## src/rtl/simt_warp_scheduler.sv

```systemverilog
// SIMT warp scheduler: shared PC and active mask, with a reconvergence stack for branch divergence.
// Define SCHED_PERF_EN to build the stall and divergence performance counters.

module simt_warp_lane (
    input  logic       i_active,
    input  logic [1:0] i_lsu_state,
    input  logic [2:0] i_alu_nzp,
    input  logic [2:0] i_branch_nzp,
    output logic       o_taken,
    output logic       o_stall
);
    assign o_taken = i_active && |(i_alu_nzp & i_branch_nzp);
    assign o_stall = i_active && (i_lsu_state == 2'b01 || i_lsu_state == 2'b10);
endmodule

module simt_warp_scheduler #(
    parameter int THREADS_PER_BLOCK = 4,
    parameter int STACK_DEPTH       = 8,
    parameter int PC_WIDTH          = 8
) (
    input  logic                                   clk,
    input  logic                                   reset,
    input  logic                                   start,
    input  logic [$clog2(THREADS_PER_BLOCK+1)-1:0] thread_count,
    input  logic                                   decoded_mem_read_enable,
    input  logic                                   decoded_mem_write_enable,
    input  logic                                   decoded_ret,
    input  logic                                   decoded_pc_mux,
    input  logic                                   decoded_barrier_enable,
    input  logic [2:0]                             decoded_nzp,
    input  logic [PC_WIDTH-1:0]                    decoded_immediate,
    input  logic [PC_WIDTH-1:0]                    decoded_reconv_pc,
    input  logic [2:0]                             fetcher_state,
    input  logic [2*THREADS_PER_BLOCK-1:0]         lsu_state,
    input  logic [3*THREADS_PER_BLOCK-1:0]         alu_nzp,
    input  logic [PC_WIDTH-1:0]                    next_pc,
    output logic [PC_WIDTH-1:0]                    current_pc,
    output logic [THREADS_PER_BLOCK-1:0]           active_mask,
    output logic [2:0]                             core_state,
    output logic                                   done,
    output logic                                   fault,
    output logic [1:0]                             fault_code,
    output logic [31:0]                            perf_stall_cycles,
    output logic [15:0]                            perf_divergences
);
    localparam int T    = THREADS_PER_BLOCK;
    localparam int TCW  = $clog2(THREADS_PER_BLOCK+1);
    localparam int SPW  = $clog2(STACK_DEPTH+1);
    localparam int IDXW = (STACK_DEPTH > 1) ? $clog2(STACK_DEPTH) : 1;
    localparam logic [SPW-1:0] SP_FULL = SPW'(STACK_DEPTH);

    typedef enum logic [2:0] {
        S_IDLE = 3'd0, S_FETCH = 3'd1, S_DECODE = 3'd2, S_REQUEST = 3'd3,
        S_WAIT = 3'd4, S_EXECUTE = 3'd5, S_UPDATE = 3'd6, S_DONE = 3'd7
    } state_t;

    typedef struct packed {
        logic [PC_WIDTH-1:0] reconv_pc;
        logic [PC_WIDTH-1:0] pending_pc;
        logic [T-1:0]        pending_mask;
        logic [T-1:0]        full_mask;
        logic                phase;
    } stk_t;

    state_t              r_state, w_state_nxt;
    logic [PC_WIDTH-1:0] r_pc, w_pc_nxt, w_new_pc;
    logic [T-1:0]        r_mask, w_mask_nxt, r_launch_mask, w_launch_nxt, w_launch;
    logic [T-1:0]        w_taken, w_stall_lane;
    logic                r_done, w_done_nxt, r_fault, w_fault_nxt;
    logic [1:0]          r_fault_code, w_code_nxt;
    logic [SPW-1:0]      r_sp, w_tos_idx;
    stk_t                r_stack [STACK_DEPTH];
    stk_t                w_tos, w_push_ent;
    logic                w_push, w_pop, w_set_phase, w_start_acc, w_stall, w_mixed;
    logic                w_unused;

    // Memory-op flags are informational: the LSU state alone decides the stall.
    assign w_unused = &{1'b0, decoded_mem_read_enable, decoded_mem_write_enable};

    for (genvar i = 0; i < T; i++) begin : g_lane
        assign w_launch[i] = (thread_count > TCW'(i));
        simt_warp_lane u_lane (
            .i_active     (r_mask[i]),
            .i_lsu_state  (lsu_state[2*i+1:2*i]),
            .i_alu_nzp    (alu_nzp[3*i+2:3*i]),
            .i_branch_nzp (decoded_nzp),
            .o_taken      (w_taken[i]),
            .o_stall      (w_stall_lane[i])
        );
    end

    assign w_stall    = |w_stall_lane;
    assign w_mixed    = decoded_pc_mux && (w_taken != '0) && (w_taken != r_mask);
    assign w_new_pc   = (decoded_pc_mux && (w_taken != '0)) ? decoded_immediate : next_pc;
    assign w_tos_idx  = r_sp - 1'b1;
    assign w_tos      = r_stack[w_tos_idx[IDXW-1:0]];
    assign w_push_ent = '{reconv_pc: decoded_reconv_pc, pending_pc: next_pc,
                          pending_mask: r_mask & ~w_taken, full_mask: r_mask, phase: 1'b0};

    always_comb begin
        w_state_nxt  = r_state;
        w_pc_nxt     = r_pc;
        w_mask_nxt   = r_mask;
        w_launch_nxt = r_launch_mask;
        w_done_nxt   = r_done;
        w_fault_nxt  = r_fault;
        w_code_nxt   = r_fault_code;
        w_push       = 1'b0;
        w_pop        = 1'b0;
        w_set_phase  = 1'b0;
        w_start_acc  = 1'b0;
        case (r_state)
            S_IDLE: if (start) begin
                w_start_acc  = 1'b1;
                w_launch_nxt = w_launch;
                if (thread_count == '0) begin
                    w_state_nxt = S_DONE;
                    w_done_nxt  = 1'b1;
                end else begin
                    w_mask_nxt  = w_launch;
                    w_pc_nxt    = '0;
                    w_state_nxt = S_FETCH;
                end
            end
            S_FETCH:   if (fetcher_state == 3'b010) w_state_nxt = S_DECODE;
            S_DECODE:  w_state_nxt = S_REQUEST;
            S_REQUEST: w_state_nxt = S_WAIT;
            S_WAIT: begin
                if (decoded_barrier_enable && (r_mask != r_launch_mask)) begin
                    w_state_nxt = S_DONE;
                    w_done_nxt  = 1'b1;
                    w_fault_nxt = 1'b1;
                    w_code_nxt  = 2'd2;
                end else if (!w_stall) begin
                    w_state_nxt = S_EXECUTE;
                end
            end
            S_EXECUTE: w_state_nxt = S_UPDATE;
            S_UPDATE: begin
                if (decoded_ret || (w_mixed && r_sp == SP_FULL)) begin
                    w_state_nxt = S_DONE;
                    w_done_nxt  = 1'b1;
                    if (decoded_ret && r_sp != '0) begin
                        w_fault_nxt = 1'b1;
                        w_code_nxt  = 2'd3;
                    end else if (!decoded_ret) begin
                        w_fault_nxt = 1'b1;
                        w_code_nxt  = 2'd1;
                    end
                end else begin
                    w_state_nxt = S_FETCH;
                    if (w_mixed) begin
                        w_push     = 1'b1;
                        w_mask_nxt = w_taken;
                        w_pc_nxt   = w_new_pc;
                    end else if (r_sp != '0 && w_new_pc == w_tos.reconv_pc) begin
                        // First arrival switches to the pending lanes; second arrival rejoins them.
                        if (!w_tos.phase) begin
                            w_pc_nxt    = w_tos.pending_pc;
                            w_mask_nxt  = w_tos.pending_mask;
                            w_set_phase = 1'b1;
                        end else begin
                            w_pc_nxt   = w_new_pc;
                            w_mask_nxt = w_tos.full_mask;
                            w_pop      = 1'b1;
                        end
                    end else begin
                        w_pc_nxt = w_new_pc;
                    end
                end
            end
            default: w_state_nxt = r_state;
        endcase
    end

    always_ff @(posedge clk) begin
        if (!reset) begin
            r_state       <= S_IDLE;
            r_pc          <= '0;
            r_mask        <= '0;
            r_launch_mask <= '0;
            r_done        <= 1'b0;
            r_fault       <= 1'b0;
            r_fault_code  <= 2'd0;
            r_sp          <= '0;
        end else begin
            r_state       <= w_state_nxt;
            r_pc          <= w_pc_nxt;
            r_mask        <= w_mask_nxt;
            r_launch_mask <= w_launch_nxt;
            r_done        <= w_done_nxt;
            r_fault       <= w_fault_nxt;
            r_fault_code  <= w_code_nxt;
            if (w_push)     r_sp <= r_sp + 1'b1;
            else if (w_pop) r_sp <= r_sp - 1'b1;
        end
    end

    always_ff @(posedge clk) begin
        if (reset && w_push)           r_stack[r_sp[IDXW-1:0]] <= w_push_ent;
        else if (reset && w_set_phase) r_stack[w_tos_idx[IDXW-1:0]].phase <= 1'b1;
    end

`ifdef SCHED_PERF_EN
    logic [31:0] r_perf_stall;
    logic [15:0] r_perf_div;
    always_ff @(posedge clk) begin
        if (!reset || w_start_acc) begin
            r_perf_stall <= '0;
            r_perf_div   <= '0;
        end else begin
            if (r_state == S_WAIT && w_stall && !(&r_perf_stall)) r_perf_stall <= r_perf_stall + 1'b1;
            if (w_push && !(&r_perf_div))                         r_perf_div   <= r_perf_div + 1'b1;
        end
    end
    assign perf_stall_cycles = r_perf_stall;
    assign perf_divergences  = r_perf_div;
`else
    assign perf_stall_cycles = '0;
    assign perf_divergences  = '0;
`endif

    assign current_pc  = r_pc;
    assign active_mask = r_mask;
    assign core_state  = r_state;
    assign done        = r_done;
    assign fault       = r_fault;
    assign fault_code  = r_fault_code;
endmodule

```

## config.mk

```make
export PLATFORM = sky130hd
export DESIGN_NAME = simt_warp_scheduler
export DESIGN_NICKNAME = d
export VERILOG_FILES = /design/src/rtl/simt_warp_scheduler.sv
export SDC_FILE = /design/constraint.sdc
export NUM_CORES = 1
export LEC_CHECK = 0
export CORE_ASPECT_RATIO = 1.25
export CORE_UTILIZATION = 35
export DETAILED_ROUTE_END_ITERATION = 12
export GPL_TIMING_DRIVEN = 0
export PLACE_DENSITY_LB_ADDON = 0.3
export SETUP_SLACK_MARGIN = 0.1
export SYNTH_ARGS = -nofsm -noshare
export SYNTH_HDL_FRONTEND = slang
export SYNTH_SLANG_ARGS = --single-unit
export TNS_END_PERCENT = 5
```

## constraint.sdc

```tcl
create_clock -name clk -period 11.3 [get_ports clk]
set_input_delay 2.26 -clock clk [delete_from_list [all_inputs] [get_ports clk]]
set_output_delay 2.26 -clock clk [all_outputs]
set_load 0.1 [all_outputs]
```

==> flow_summary.toml <==
[synthesis]
synth-async-reset-ratio = 0
synth.cells.most_frequent = "200 x sky130_fd_sc_hd__edfxtp_1, 52 x sky130_fd_sc_hd__buf_4, 50 x sky130_fd_sc_hd__mux4_2"
seq_area_frac_synth = 0.6333
postSynthAreaPerCell_um2 = 15.43
netlist.top_cell.by_area = "sky130_fd_sc_hd__edfxtp_1"
ys.warnings.count = 0
postSynthRegisterBits = 227
synth_top_cell_area_share = 0.5810
postSynthCellCount = 670
yosys.cell_types.count = 60
post-synth-top-count-cell = "sky130_fd_sc_hd__edfxtp_1"
synthTopCellsByArea = "sky130_fd_sc_hd__edfxtp_1 58%, sky130_fd_sc_hd__mux4_2 11%, sky130_fd_sc_hd__dfxtp_1 5.2%, sky130_fd_sc_hd__mux2i_1 4.3%, sky130_fd_sc_hd__buf_4 3.8%"
synth_ff_type = "sky130_fd_sc_hd__edfxtp_1"
synth.cell_area_um2 = 10340
number_of_flops_mapped_to_enable_cells_by_yosys = 200

[routing]
met3_wirelength_um = 1011
post-route-drc-count = 1
drt-total-wl_um = 23410
avgRoutedWirePerCell_um = 18.86
dr.first_iter.drc_count = 484
met2WireLength_um = 12110
final_antenna_net_count = 0
routed.top_layer = "met4"
vias_per_cell = 4.869
dr_total_vias = 6042
drt-pass1-iter-count = 8
detailed_routing_wirelength_on_met1_um = 9800

[finish]
areaGrowthSynthToFinish_pct = 22.92
nets = 893
finish.instance_area_um2 = 12710
post-route-util = 0.4357
layout-drive-gt1-share = 0.2107
number_of_antenna_repair_diodes = 0

[power_and_ir_drop]
p_leak_nw = 4.448
vdd_ir_drop_max_mv = 0.1069
power_per_cell_area_nw_per_um2 = 157.6
post-layout-total-power_mw = 2.002

[critical_path]
r2r.worst_path.cells = 17
timing.critical_path.fanout_max = 10
crit_path_max_incr_delay_ns = 0.64
count_of_buffer_and_inverter_cells_on_the_critical_path = 8
crit_path_top_delay_cell = "sky130_fd_sc_hd__clkbuf_1"
crit_top_cell = "sky130_fd_sc_hd__buf_2"
cpLargestDelayFamily = "buffers and inverters"
crit_path_end_kind = "flip-flop"
worstReg2RegStart = "r_sp[0]$_SDFFE_PN0P_"
critical_path.reg2reg.endpoint = "r_stack[3][12]$_DFFE_PP_"
cp.required_ns = 11.47
r2r_slack_ns = 3.54
cp_cell_sequence = "buf_2 > buf_2 > buf_2 > buf_2 > clkbuf_1 > clkinv_1 > ha_1 > buf_1 > mux4_2 > mux2i_1 > nand2b_1 > mux2_2 > a22oi_4 > nand4b_4 > nor4_2 > clkbuf_1 > nor2b_1"
kind_of_start_point_of_the_critical_path = "flip-flop"
setup.worst_path.class = "reg2reg"
cp.arrival_ns = 7.93

[floorplan]
core_region_area_um2 = 29170
die_h_um = 194.1
io_pins = 128
die_width_um = 155.7
initial_cell_density_of_the_core = 0.3544
die_area_um2 = 30230
floorplan.rows = 70

[timing]
worstMarginPinSlew_ns = 0.9802
setup_violations = 0
max_freq_mhz = 128.8
relSlewSlack = 0.3380
final-hold-violation-count = 0
finalSetupTns_ns = 0
timing_max_transition_violations_final = 0
layout_setup_ws_ns = 3.539
rsz_0062_raised_after_global_routing = "no"
finalWorstPathRequiredPeriod_ns = 7.761
finClkSkew_ns = 0.01618
final_min_period_over_clock_period = 0.6868

[run]
max_cap_viol_count = 0

[clock_tree]
cts-root-buf = "sky130_fd_sc_hd__clkbuf_16"
hold_bufs_inserted_after_cts = 0
cts_made_buffers = 23
number_of_buffers_on_the_longest_clock_path = 3
post_cts_resize_count = 0
h-tree-depth = 1
tritoncts = "done"
clock-sinks = 227
cts_post_setup_buffers_inserted = 0
clk_pin_slew_worst_paths_ns = 0.07
clock_insertion_delay_worst_skew_ns = 0.51

[global_route]
grt_overflow_total = 0
number_of_global_route_vias_before_repair = 6128
antenna_found_initial = 0
grt_max_degree = 25
grt_first_pass_wirelength_um = 36130
grt_use_total = 0.1585

[worst_hold_path]
worstHoldEndpoint = "r_launch_mask[3]$_SDFFE_PN0P_"
hold_class = "reg2reg"
worst_hold_path.num_cells = 2
holdCritStartpoint = "r_launch_mask[3]$_SDFFE_PN0P_"

[run_status]
outcome = "complete, but fails checks"
violations = "design-rule violations"

[placed_design]
post-dp-hpwl_um = 16240
finalWeightedCongestion = 0.8409
placement.io_buffers = 76
dpl_worst_slack_ns = 3.433
placement.cell_area_um2 = 12020
-- registers in the layout, indices dropped and copies added, names as in the netlist --
| register | flops |
|---|---|
| r_sp | 4 |
| fault_code | 2 |
| core_state | 3 |
| r_launch_mask | 4 |
| done | 1 |
| r_stack | 200 |
| fault | 1 |
| active_mask | 4 |
| current_pc | 8 |
-- cell type report --
cell class	instances	area, um2
fill	2596	16460
inverter	6	22.52
multi-input combinational	400	3462
tap	396	495.5
clock buffer	29	598.1
clock inverter	12	92.59
sequential	227	6546
timing repair buffer	87	952.2
buffer	84	538.0
-- cells by family after synthesis --
kind of cell,Yosys count,synth area share
flops,227,0.6333
mux,102,0.1606
other cells,1,0.0003628
simple gates,156,0.07940
xor+xnor,13,0.01174
fa+ha+maj,3,0.003631
compound gates,78,0.05677
buf+inv,90,0.05422
-- layer usage --
| metal | track usage | vias to the layer above |
|---|---|---|
| met5 | 0 | - |
| met4 | 0.04357 | 0 |
| met3 | 0.01878 | 33 |
| met2 | 0.2853 | 184 |
| met1 | 0.1994 | 3006 |
| li1 | - | 2819 |
-- where the power goes --
part | switching, mW | total (mW) | leakage [nW] | internal [mW]
clock | 0.307 | 0.707 | 0.339 | 0.400
sequential | 0.0175 | 0.946 | 1.99 | 0.929
combinational | 0.246 | 0.349 | 2.12 | 0.102
total | 0.571 | 2.00 | 4.45 | 1.43
-- through the flow --
| stage | hold WS [ns] | cells |
|---|---|---|
| floorplan | 0.4436 | 717 |
| global placement | 0.4538 | 1189 |
| finish | 0.4682 | 1241 |
| CTS | 0.4726 | 1241 |
| detailed placement | 0.4636 | 1200 |
| global route | 0.4955 | 1241 |
-- tightest hold or removal path, stage by stage, from the launching register on --
cell                      delay [ns]
sky130_fd_sc_hd__dfxtp_1        0.32
sky130_fd_sc_hd__nand2_1        0.06
sky130_fd_sc_hd__a21oi_1        0.05
-- worst max path at each step --
stage	start	to	cells after the start
floorplan	alu_nzp[6]	r_stack[6][0]$_DFFE_PP_	10
global placement	decoded_nzp[0]	r_stack[2][0]$_DFFE_PP_	9
detailed placement	r_sp[0]$_SDFFE_PN0P_	r_stack[1][12]$_DFFE_PP_	17
CTS	r_sp[0]$_SDFFE_PN0P_	r_stack[2][12]$_DFFE_PP_	17
global route	r_sp[0]$_SDFFE_PN0P_	r_stack[3][12]$_DFFE_PP_	17
finish	r_sp[0]$_SDFFE_PN0P_	r_stack[3][12]$_DFFE_PP_	17
-- cells in the final DEF, fill, tap and decap left out, drive strengths merged, types with 3 or more instances in the layout --
master,n
a211oi,4
a21o,6
a21oi,20
a222oi,4
a22o,8
a22oi,5
a41o,5
and2,4
buf,77
clkbuf,47
clkdlybuf4s50,76
clkinv,11
conb,48
dfxtp,27
edfxtp,200
ha,3
inv,6
mux2,8
mux2i,44
mux4,50
nand2,38
nand2b,11
nand3,7
nor2,34
nor2b,35
nor3,8
nor4,6
o211ai,3
o21ai,5
o22ai,3
xnor2,4
xor2,9
Power figures use the tool's default switching activity.
